$ cat src/rtl/alu_pkg.sv
// Shared opcode encoding, FSM state encoding and default datapath width
// for the multi-cycle ALU.
package alu_pkg;

   localparam int ALU_WIDTH_DEFAULT = 8;

   typedef enum logic [3:0] {
      OP_ADD = 4'd0,
      OP_SUB = 4'd1,
      OP_AND = 4'd2,
      OP_OR  = 4'd3,
      OP_XOR = 4'd4,
      OP_NOT = 4'd5,
      OP_SHL = 4'd6,
      OP_SAR = 4'd7,
      OP_ADC = 4'd8,
      OP_SBB = 4'd9,
      OP_MUL = 4'd10,
      OP_ROL = 4'd11,
      OP_ROR = 4'd12,
      OP_SHR = 4'd13
   } opcode_e;

   typedef enum logic {
      ST_IDLE = 1'b0,
      ST_MUL  = 1'b1
   } state_e;

endpackage

$ cat src/rtl/alu_mc_if.sv
// Request/result bundle of the ALU: master drives operations, slave (the ALU)
// returns results and flags.
interface alu_mc_if
   import alu_pkg::*;
#(
   parameter int WIDTH = ALU_WIDTH_DEFAULT
) ();

   logic             in_valid;
   logic             in_ready;
   logic [WIDTH-1:0] a;
   logic [WIDTH-1:0] b;
   logic [3:0]       opcode;
   logic             out_valid;
   logic [WIDTH-1:0] result;
   logic [WIDTH-1:0] result_hi;
   logic             carry;
   logic             zero;
   logic             negative;
   logic             overflow;

   modport master (
      output in_valid, a, b, opcode,
      input  in_ready, out_valid, result, result_hi, carry, zero, negative, overflow
   );

   modport slave (
      input  in_valid, a, b, opcode,
      output in_ready, out_valid, result, result_hi, carry, zero, negative, overflow
   );

endinterface

$ cat src/rtl/alu_mul_seq.sv
// Unsigned shift-add multiplier: operands load on start, one partial product
// is added per cycle, and done/product present the final step combinationally.
module alu_mul_seq
   import alu_pkg::*;
#(
   parameter int WIDTH = ALU_WIDTH_DEFAULT
) (
   input  logic               clk,
   input  logic               rst,
   input  logic               start,
   input  logic [WIDTH-1:0]   a,
   input  logic [WIDTH-1:0]   b,
   output logic               done,
   output logic [2*WIDTH-1:0] product
);

   localparam int CW = $clog2(WIDTH);

   logic               busy_q,   busy_d;
   logic [CW-1:0]      cnt_q,    cnt_d;
   logic [2*WIDTH-1:0] mcand_q,  mcand_d;
   logic [WIDTH-1:0]   mplier_q, mplier_d;
   logic [2*WIDTH-1:0] acc_q,    acc_d;
   logic [2*WIDTH-1:0] step_acc_s;

   // The last step's sum is handed out directly so the owner can register it on that edge.
   assign step_acc_s = acc_q + (mplier_q[0] ? mcand_q : {(2*WIDTH){1'b0}});
   assign done       = busy_q && (cnt_q == CW'(WIDTH - 1));
   assign product    = step_acc_s;

   // Load, step and finish control of the shift-add sequence.
   always_comb begin
      busy_d   = busy_q;
      cnt_d    = cnt_q;
      mcand_d  = mcand_q;
      mplier_d = mplier_q;
      acc_d    = acc_q;
      if (start) begin
         busy_d   = 1'b1;
         cnt_d    = {CW{1'b0}};
         mcand_d  = {{WIDTH{1'b0}}, a};
         mplier_d = b;
         acc_d    = {(2*WIDTH){1'b0}};
      end else if (busy_q) begin
         acc_d    = step_acc_s;
         mcand_d  = {mcand_q[2*WIDTH-2:0], 1'b0};
         mplier_d = {1'b0, mplier_q[WIDTH-1:1]};
         cnt_d    = cnt_q + {{(CW-1){1'b0}}, 1'b1};
         busy_d   = !done;
      end else begin
         busy_d   = 1'b0;
      end
   end

   // Sequencer registers; reset aborts any product in flight.
   always_ff @(posedge clk or posedge rst) begin
      if (rst) begin
         busy_q   <= 1'b0;
         cnt_q    <= {CW{1'b0}};
         mcand_q  <= {(2*WIDTH){1'b0}};
         mplier_q <= {WIDTH{1'b0}};
         acc_q    <= {(2*WIDTH){1'b0}};
      end else begin
         busy_q   <= busy_d;
         cnt_q    <= cnt_d;
         mcand_q  <= mcand_d;
         mplier_q <= mplier_d;
         acc_q    <= acc_d;
      end
   end

endmodule

$ cat src/rtl/alu_mc.sv
// Multi-cycle ALU: single-cycle arithmetic/logic/shift ops with registered
// results and flags, plus a WIDTH-cycle sequential unsigned multiply.
module alu_mc
   import alu_pkg::*;
#(
   parameter int WIDTH = ALU_WIDTH_DEFAULT
) (
   input  logic     clk,
   input  logic     rst,
   alu_mc_if.slave  bus
);

   localparam int W = WIDTH;

   state_e         state_q, state_d;
   logic [W-1:0]   result_q, result_d;
   logic [W-1:0]   result_hi_q, result_hi_d;
   logic           carry_q, carry_d;
   logic           zero_q, zero_d;
   logic           negative_q, negative_d;
   logic           overflow_q, overflow_d;
   logic           out_valid_q, out_valid_d;

   logic           accept_s;
   logic           mul_start_s;
   logic           mul_done_s;
   logic [2*W-1:0] mul_product_s;
   logic [W:0]     sum_s;
   logic [W:0]     diff_s;
   logic [W-1:0]   alu_res_s;
   logic           alu_carry_s;
   logic           alu_ovf_s;

   assign bus.in_ready  = (state_q == ST_IDLE) && !rst;
   assign accept_s      = bus.in_valid && bus.in_ready;

   assign bus.out_valid = out_valid_q;
   assign bus.result    = result_q;
   assign bus.result_hi = result_hi_q;
   assign bus.carry     = carry_q;
   assign bus.zero      = zero_q;
   assign bus.negative  = negative_q;
   assign bus.overflow  = overflow_q;

   alu_mul_seq #(.WIDTH(W)) u_mul (
      .clk     (clk),
      .rst     (rst),
      .start   (mul_start_s),
      .a       (bus.a),
      .b       (bus.b),
      .done    (mul_done_s),
      .product (mul_product_s)
   );

   // Single-cycle datapath; ADC/SBB fold in the carry flag held before this accept.
   always_comb begin
      sum_s  = {1'b0, bus.a} + {1'b0, bus.b}
             + {{W{1'b0}}, (bus.opcode == OP_ADC) & carry_q};
      diff_s = {1'b0, bus.a} - {1'b0, bus.b}
             - {{W{1'b0}}, (bus.opcode == OP_SBB) & carry_q};
      alu_res_s   = {W{1'b0}};
      alu_carry_s = 1'b0;
      alu_ovf_s   = 1'b0;
      case (bus.opcode)
         OP_ADD, OP_ADC: begin
            alu_res_s   = sum_s[W-1:0];
            alu_carry_s = sum_s[W];
            alu_ovf_s   = (bus.a[W-1] == bus.b[W-1]) && (sum_s[W-1] != bus.a[W-1]);
         end
         OP_SUB, OP_SBB: begin
            alu_res_s   = diff_s[W-1:0];
            alu_carry_s = diff_s[W];
            alu_ovf_s   = (bus.a[W-1] != bus.b[W-1]) && (diff_s[W-1] != bus.a[W-1]);
         end
         OP_AND: alu_res_s = bus.a & bus.b;
         OP_OR:  alu_res_s = bus.a | bus.b;
         OP_XOR: alu_res_s = bus.a ^ bus.b;
         OP_NOT: alu_res_s = ~bus.a;
         OP_SHL: begin
            alu_res_s   = {bus.a[W-2:0], 1'b0};
            alu_carry_s = bus.a[W-1];
            alu_ovf_s   = bus.a[W-1] ^ bus.a[W-2];
         end
         OP_SAR: begin
            alu_res_s   = {bus.a[W-1], bus.a[W-1:1]};
            alu_carry_s = bus.a[0];
         end
         OP_ROL: begin
            alu_res_s   = {bus.a[W-2:0], bus.a[W-1]};
            alu_carry_s = bus.a[W-1];
         end
         OP_ROR: begin
            alu_res_s   = {bus.a[0], bus.a[W-1:1]};
            alu_carry_s = bus.a[0];
         end
         OP_SHR: begin
            alu_res_s   = {1'b0, bus.a[W-1:1]};
            alu_carry_s = bus.a[0];
         end
         default: alu_res_s = {W{1'b0}};
      endcase
   end

   // FSM next state and output/flag updates at accept or multiply completion.
   always_comb begin
      state_d     = state_q;
      result_d    = result_q;
      result_hi_d = result_hi_q;
      carry_d     = carry_q;
      zero_d      = zero_q;
      negative_d  = negative_q;
      overflow_d  = overflow_q;
      out_valid_d = 1'b0;
      mul_start_s = 1'b0;
      case (state_q)
         ST_IDLE: begin
            if (accept_s && (bus.opcode == OP_MUL)) begin
               state_d     = ST_MUL;
               mul_start_s = 1'b1;
            end else if (accept_s) begin
               result_d    = alu_res_s;
               result_hi_d = {W{1'b0}};
               carry_d     = alu_carry_s;
               zero_d      = (alu_res_s == {W{1'b0}});
               negative_d  = alu_res_s[W-1];
               overflow_d  = alu_ovf_s;
               out_valid_d = 1'b1;
            end else begin
               state_d     = ST_IDLE;
            end
         end
         ST_MUL: begin
            if (mul_done_s) begin
               result_d    = mul_product_s[W-1:0];
               result_hi_d = mul_product_s[2*W-1:W];
               carry_d     = (mul_product_s[2*W-1:W] != {W{1'b0}});
               zero_d      = (mul_product_s == {(2*W){1'b0}});
               negative_d  = mul_product_s[W-1];
               overflow_d  = 1'b0;
               out_valid_d = 1'b1;
               state_d     = ST_IDLE;
            end else begin
               state_d     = ST_MUL;
            end
         end
         default: state_d = ST_IDLE;
      endcase
   end

   // State, result and flag registers.
   always_ff @(posedge clk or posedge rst) begin
      if (rst) begin
         state_q     <= ST_IDLE;
         result_q    <= {W{1'b0}};
         result_hi_q <= {W{1'b0}};
         carry_q     <= 1'b0;
         zero_q      <= 1'b0;
         negative_q  <= 1'b0;
         overflow_q  <= 1'b0;
         out_valid_q <= 1'b0;
      end else begin
         state_q     <= state_d;
         result_q    <= result_d;
         result_hi_q <= result_hi_d;
         carry_q     <= carry_d;
         zero_q      <= zero_d;
         negative_q  <= negative_d;
         overflow_q  <= overflow_d;
         out_valid_q <= out_valid_d;
      end
   end

endmodule

$ cat src/flat_wrapper.sv
// flat-port wrapper written by rule: the top's interface ports become plain ports
module alu_mc_flat import alu_pkg::*;
#(
   parameter int WIDTH = ALU_WIDTH_DEFAULT
)
  (clk, rst, bus_in_valid, bus_a, bus_b, bus_opcode, bus_in_ready, bus_out_valid, bus_result, bus_result_hi, bus_carry, bus_zero, bus_negative, bus_overflow);
  alu_mc_if #(.WIDTH(WIDTH)) bus_i ();
  input  logic clk;
  input  logic rst;
  input wire logic [$bits(bus_i.in_valid)-1:0] bus_in_valid;
  input wire logic [$bits(bus_i.a)-1:0] bus_a;
  input wire logic [$bits(bus_i.b)-1:0] bus_b;
  input wire logic [$bits(bus_i.opcode)-1:0] bus_opcode;
  output wire logic [$bits(bus_i.in_ready)-1:0] bus_in_ready;
  output wire logic [$bits(bus_i.out_valid)-1:0] bus_out_valid;
  output wire logic [$bits(bus_i.result)-1:0] bus_result;
  output wire logic [$bits(bus_i.result_hi)-1:0] bus_result_hi;
  output wire logic [$bits(bus_i.carry)-1:0] bus_carry;
  output wire logic [$bits(bus_i.zero)-1:0] bus_zero;
  output wire logic [$bits(bus_i.negative)-1:0] bus_negative;
  output wire logic [$bits(bus_i.overflow)-1:0] bus_overflow;
  assign bus_i.in_valid = bus_in_valid;
  assign bus_i.a = bus_a;
  assign bus_i.b = bus_b;
  assign bus_i.opcode = bus_opcode;
  assign bus_in_ready = bus_i.in_ready;
  assign bus_out_valid = bus_i.out_valid;
  assign bus_result = bus_i.result;
  assign bus_result_hi = bus_i.result_hi;
  assign bus_carry = bus_i.carry;
  assign bus_zero = bus_i.zero;
  assign bus_negative = bus_i.negative;
  assign bus_overflow = bus_i.overflow;
  alu_mc #(.WIDTH(WIDTH)) u_core (.clk(clk), .rst(rst), .bus(bus_i));
endmodule
$ cat config.mk
export PLATFORM = sky130hd
export DESIGN_NAME = alu_mc_flat
export DESIGN_NICKNAME = d
export VERILOG_FILES = /design/src/rtl/alu_pkg.sv /design/src/rtl/alu_mc_if.sv /design/src/rtl/alu_mul_seq.sv /design/src/rtl/alu_mc.sv /design/src/flat_wrapper.sv
export SDC_FILE = /design/constraint.sdc
export NUM_CORES = 1
export LEC_CHECK = 0
export ABC_AREA = 1
export BUFFER_PORTS_ARGS = -buffer_cell sky130_fd_sc_hd__clkbuf_2
export CAP_MARGIN = 40
export CELL_PAD_IN_SITES_DETAIL_PLACEMENT = 0
export CELL_PAD_IN_SITES_GLOBAL_PLACEMENT = 2
export CORE_ASPECT_RATIO = 1.1
export CORE_MARGIN = 2
export CORE_UTILIZATION = 34
export CTS_CLUSTER_DIAMETER = 50
export DETAILED_ROUTE_END_ITERATION = 7
export PLACE_DENSITY = 0.78
export SETUP_SLACK_MARGIN = 0.4
export SYNTH_ARGS = -nofsm -noshare
export SYNTH_HDL_FRONTEND = slang
export SYNTH_SLANG_ARGS = --single-unit
$ cat constraint.sdc
create_clock -name clk -period 2.84 [get_ports clk]
set_clock_uncertainty 0.2 [all_clocks]
set_input_delay 0 -clock clk [delete_from_list [all_inputs] [get_ports clk]]
set_output_delay 0 -clock clk [all_outputs]
set_load 0.1 [all_outputs]
Word level (Yosys, flattened, before mapping)
Cells that the tools add are included.
W data, S select, Z words.
{"block": "word_totals", "mem_bits_ro": 0, "latch_bits": 0, "wordCells": 112, "output_inout_bits": 22, "regBits": 66, "input_bits": 23, "ramBits": 0, "mem_count": 0}
{"block": "classes", "n_bitwise": 8, "n_reduce_logical": 18, "shift": 0, "n_eq_ne": 21, "n_addsub": 6, "order_cmp": 0, "multipliers": 0, "n_mux": 46, "div": 0}
{"op": "$pmux W8 S11", "n": 1}
{"op": "$mux W16", "n": 5}
{"op": "$mux W8", "n": 8}
{"op": "$pmux W8 S2", "n": 2}
{"op": "$eq A4 B4 Y1 const B", "n": 6}
{"op": "$mux W1", "n": 20}
{"op": "$add A16 B16 Y16", "n": 1}
{"op": "$eq A4 B3 Y1 const B", "n": 4}
{"op": "$logic_not A16 Y1", "n": 1}
{"op": "$pmux W1 S2", "n": 6}
{"op": "$add A8 B8 Y9", "n": 1}
{"op": "$add A9 B1 Y9", "n": 1}
{"op": "$sub A8 B8 Y9", "n": 1}
{"op": "$sub A9 B1 Y9", "n": 1}
{"op": "$and A8 B8 Y8", "n": 1}
{"op": "$eq A4 B2 Y1 const B", "n": 2}
{"op": "$logic_not A8 Y1", "n": 1}
{"op": "$not A8 Y8", "n": 1}
{"op": "$or A8 B8 Y8", "n": 1}
{"op": "$reduce_bool A8 Y1", "n": 1}
{"op": "$xor A8 B8 Y8", "n": 1}
{"op": "$logic_and A1 B1 Y1", "n": 6}
{"op": "$mux W3", "n": 2}
{"op": "$reduce_or A2 Y1", "n": 3}
{"op": "other kinds (17)", "n": 22}

Logic depth before layout (Yosys ltp)
{"block": "logic_depth", "ltp_word": 9, "ltp_mapped": 20, "mapped_depth_nobuf": 19}

Hierarchy
From an unflattened synthesis, not the netlist that was laid out.
{"block": "hier_totals", "cells_unflattened": 863, "area_unflattened_um2": 5635.4}
{"mod": "alu_mc", "seq_area_each_um2": 525.5, "area_per_inst_um2": 2829.0, "n_inst": 1, "cells_each": 481}
{"mod": "alu_mul_seq", "seq_area_each_um2": 1101.1, "area_per_inst_um2": 2806.4, "n_inst": 1, "cells_each": 382}

Worst setup path before layout
No wires, ideal clock.
{"block": "synth_path", "kind": "reg-to-reg", "from": "register u_core.carry_q, in the netlist u_core.bus.carry", "to": "register u_core.overflow_q, in the netlist u_core.bus.overflow", "setup_ns": 0.120, "path_slack_ns": -0.232, "t_required_ns": 2.520, "arrival_time_ns": 2.752, "path_stages_with_launch": 16, "n_path_buf": 0, "period_less_slack_ns": 3.072, "path_cell_list": "dfrtp_1 nand3_1 fa_1 inv_1 ha_1 o21ai_0 nand2_1 nand3_1 nand2_1 nand2_1 nand2_1 xor2_1 nand3_1 nand3_1 nand3_1 nand2_1"}
{"block": "synth_between", "elab_chain_cells": 8, "elab_cells_between_ends": 12, "cone_classes": "add/sub: 2; eq/ne: 2; mux: 4; bitwise: 2; reduce/logical: 2"}
{"element": "from (decl)", "line_no": "alu_mc.sv:18", "text": "logic carry_q, carry_d;"}
{"element": "from (signal assigned)", "line_no": "alu_mc.sv:165", "text": "carry_q <= carry_d;"}
{"element": "$and A1 B1 Y1, on equally long branches", "line_no": "alu_mc.sv:60, alu_mc.sv:58"}
{"element": "$sub A9 B1 Y9 or $add A9 B1 Y9 (tied branches)", "line_no": "alu_mc.sv:60, alu_mc.sv:58"}
{"element": "$ne A1 B1 Y1, on equally long branches", "line_no": "alu_mc.sv:73, alu_mc.sv:68"}
{"element": "$logic_and A1 B1 Y1, on equally long branches", "line_no": "alu_mc.sv:73, alu_mc.sv:68"}
{"element": "$pmux W1 S3 (*)", "line_no": "alu_mc.sv:64", "text": "case (bus.opcode)"}
{"element": "$mux W1 (*)", "line_no": "alu_mc.sv:120", "text": "end else if (accept_s) begin"}
{"element": "$mux W1 (*)", "line_no": "alu_mc.sv:117", "text": "if (accept_s && (bus.opcode == OP_MUL)) begin"}
{"element": "$pmux W1 S2 (*)", "line_no": "alu_mc.sv:115", "text": "case (state_q)"}
{"element": "to (signal assigned)", "line_no": "alu_mc.sv:168", "text": "overflow_q <= overflow_d;"}
{"element": "to (decl)", "line_no": "alu_mc.sv:21", "text": "logic overflow_q, overflow_d;"}
Mark *: on every way between the ends. The rest lies on a longest branch, timed or not. The select of a mux whose other input is x is not followed.
A chain may end at the register's enable or synchronous reset.

Worst setup path after layout
{"block": "layout_path", "from": "register u_core.carry_q, in the netlist u_core.bus.carry", "to": "register u_core.zero_q, in the netlist u_core.bus.zero"}
{"block": "layout_between", "elab_chain_cells": 7, "elab_cells_between_ends": 9, "cone_classes": "add/sub: 2; mux: 4; bitwise: 2; reduce/logical: 1"}
{"element": "$and A1 B1 Y1, on equally long branches", "line_no": "alu_mc.sv:60, alu_mc.sv:58"}
{"element": "$sub A9 B1 Y9 or $add A9 B1 Y9 (tied branches)", "line_no": "alu_mc.sv:60, alu_mc.sv:58"}
{"element": "$pmux W8 S11 (*)", "line_no": "alu_mc.sv:64"}
{"element": "$logic_not A8 Y1 (*)", "line_no": "alu_mc.sv:124", "text": "zero_d = (alu_res_s == {W{1'b0}});"}
{"element": "$mux W1 (*)", "line_no": "alu_mc.sv:120"}
{"element": "$mux W1 (*)", "line_no": "alu_mc.sv:117"}
{"element": "$pmux W1 S2 (*)", "line_no": "alu_mc.sv:115"}
{"element": "to (signal assigned)", "line_no": "alu_mc.sv:166", "text": "zero_q <= zero_d;"}
{"element": "to (decl)", "line_no": "alu_mc.sv:19", "text": "logic zero_q, zero_d;"}
Marked as above.

==> qor.txt <==
Worst setup margin: 119 ps
Area after DPL: 5920 um2
Initial antenna violation count: 0
Final setup violation count: 0
Distinct cells, synth: 31
Worst-path maximum fanout: 3
Die ar.: 16800 um2
Crit path capture type: flop
Status: finished, violations left
Total area of sequential cells: 1630 um2
RSZ-0062 raised after global routing: true
Clock root buffer: clkbuf_16
CTS Hold Buffers Added: 12
First-pass GRT wire length: 29.7 mm
Num ports: 45
Fin Hold WS: -142 ps
# fillers: 1652
Drt drc: 0
CP Class: reg2reg
Final hold vios: 2
Seq/Total Area, Yosys: 30.4%
Initial Utilization: 34.4%
Req. time, crit path: 2910 ps
Inserted Diodes: 0
TNS Setup: 0 ps
Clock buffer depth: 2
PwrDens: 787 nW/um2
Routed Antenna Nets: 0
MaxCap Viol Count: 0
Pwr Total: 5220 uW
EDFF count, synth: 0
VDD IR max: 0.352 mV
Slew Viols, Final: 0
Die H: 136 um
Largest net degree at the start of global routing: 66
Port buffer count: 44
Minimum clock period: 2720 ps
Number of global-route vias before repair: 5478
Detailed Routing Iterations Pass 1: 5
Grt total ovfl: 0
Gp weighted congestion: 0.899
Row cnt: 48
WL final: 18.5 mm
LEAKAGE: 0.00356 uW
Synth-to-layout area growth: 23.6%
Mean post-synth cell area: 6.70 um2
Async SR Flop Fraction: 100%
CTS Buf Count: 9
Vias/cell: 5.04
Final Cell Area: 6620 um2
Die width: 124 um
Clk sinks: 65
Total via count in the routed design: 5449
Clock latency at the later pin of the worst-skew pair: 330 ps
Number of synthesized register bits: 65
Top achievable clock speed: 0.367 GHz
Area of the multi-input gates: 3400 um2
Core ar.: 15600 um2
GRT Overall Usage: 23.4%
Syn Nets: 875
Final net count: 951
CTS tree: yes
YS warnings: 0
Least-Margin Pin Slew: 836 ps
Share of post-route cells with drive strength above 1: 16.2%
Final Cycle Share: 95.8%
Failing checks: negative hold slack
DR WL/cell: 17.1 um
Synth Flop Type: dfrtp_1
Startpoint Class: flop
Synthesized cell area: 5360 um2
WP data arrival: 2790 ps
Final HPWL DP: 14.9 mm
Relative slew slack: 44.3%
Synth Instances: 800
Post-Place Setup Slack: -31.8 ps
H-Tree Depth: 3
Worst-path clk slew: 50 ps
Initial DRC count: 249
Worst min path class: in2reg
## area by class of cell
class                           count  area share [%]
Clock buffer                       14            4.14
Clock inverter                      2           0.907
Inverter                          126            7.18
Multi-Input combinational cell    592            51.3
Sequential cell                    65            24.6
Tap cell                          200            3.78
Timing Repair Buffer               82            8.14
## synthesized netlist by cell type, types with 5 or more instances
library cell / count / area share [%]
nor2_1: 69 / 4.8
nand2_1: 259 / 18
xor2_1: 6 / 0.98
o21ai_0: 45 / 4.2
nor3_1: 5 / 0.47
o22ai_1: 9 / 1.1
buf_2: 10 / 0.93
dfrtp_1: 65 / 30
ha_1: 47 / 11
o221ai_1: 13 / 2.1
nand3b_1: 9 / 1.3
nand4_1: 7 / 0.82
nand3_1: 67 / 6.3
o211ai_1: 6 / 0.84
a21oi_1: 27 / 2.5
inv_1: 122 / 8.5
fa_1: 5 / 1.9
## metrics by stage
step	utilization, %	instances
finish	42.6	1081
global route	42.6	1081
CTS	41.5	1077
detailed placement	38.1	1048
global placement	38.1	1048
floorplan	-	800
## kinds of logic after synthesis
kind of cell | share of synthesized area [%]
DFF | 30.4
adders and majority gates | 12.8
buffers and inverters | 10.6
and+or+nand+nor | 32.5
AOI/OAI and AO/OA | 12.0
xor gates and xnor gates | 1.63
## flip-flops by register name (all words and copies together) (netlist names)
signal / count
u_core.bus.carry: 1
u_core.bus.out_valid: 1
u_core.bus.overflow: 1
u_core.bus.result: 8
u_core.bus.result_hi: 8
u_core.bus.zero: 1
u_core.state_q: 1
u_core.u_mul.acc_q: 16
u_core.u_mul.busy_q: 1
u_core.u_mul.cnt_q: 3
u_core.u_mul.mcand_q: 16
u_core.u_mul.mplier_q: 8
## cell usage in the layout, fill, tap and decap left out, types with 24 or more instances in the layout
cell type  instances
a21oi_1           24
nor2_1            58
o21ai_0           40
nand3_1           61
buf_4             25
dfrtp_1           64
inv_1            120
nand2_1          250
clkbuf_2          44
ha_1              39
## report_power, final
part | internal (uW) | switching, uW | leakage, uW
clock network | 841 | 390 | 0.000163
logic | 710 | 1790 | 0.00252
registers | 1230 | 257 | 0.000872
## what timing repair did
action	in CTS	in global routing
gates resized for setup	19	30
pin swaps	4	12
setup buffers	1	4
endpoints found under the setup margin	36	35
hold endpoints to repair	77	1
## path summary, 6_finish.rpt
| check | start | endpoint | slack [ps] | cells past startpoint |
|---|---|---|---|---|
| worst min register to register | u_core.u_mul.mcand_q[15] | u_core.u_mul.mcand_q[15] | 290 | 2 |
| worst min-delay path | bus_b[2] | u_core.u_mul.mplier_q[2] | -140 | 3 |
| worst max-delay path | u_core.bus.carry | u_core.bus.zero | 120 | 16 |
| min in group asynchronous | rst | u_core.u_mul.mplier_q[7] | 290 | 4 |
| worst max register to register | u_core.bus.carry | u_core.bus.zero | 120 | 16 |
| max in group asynchronous | rst | u_core.bus.carry | 1530 | 4 |
## routing by layer
layer,routed length (um),track usage (%)
met2,9590,41.2
met3,457,2.90
met5,0,0
met4,674,10.0
met1,7800,28.4
## critical path, cell delays in order (launching register included)
cell and delay [ps]:
dfrtp_2 400, nand3_2 100, fa_2 370, fa_2 370
nand2_1 60, nand2_1 60, nand2_1 90, nand2_1 60
nor2_1 110, nand3_1 140, nor2_1 160, nand2_1 100
nor2_1 120, nand4_1 140, nand2_1 90, nand2_1 50
nand2_1 50
Power figures use the tool's default switching activity.
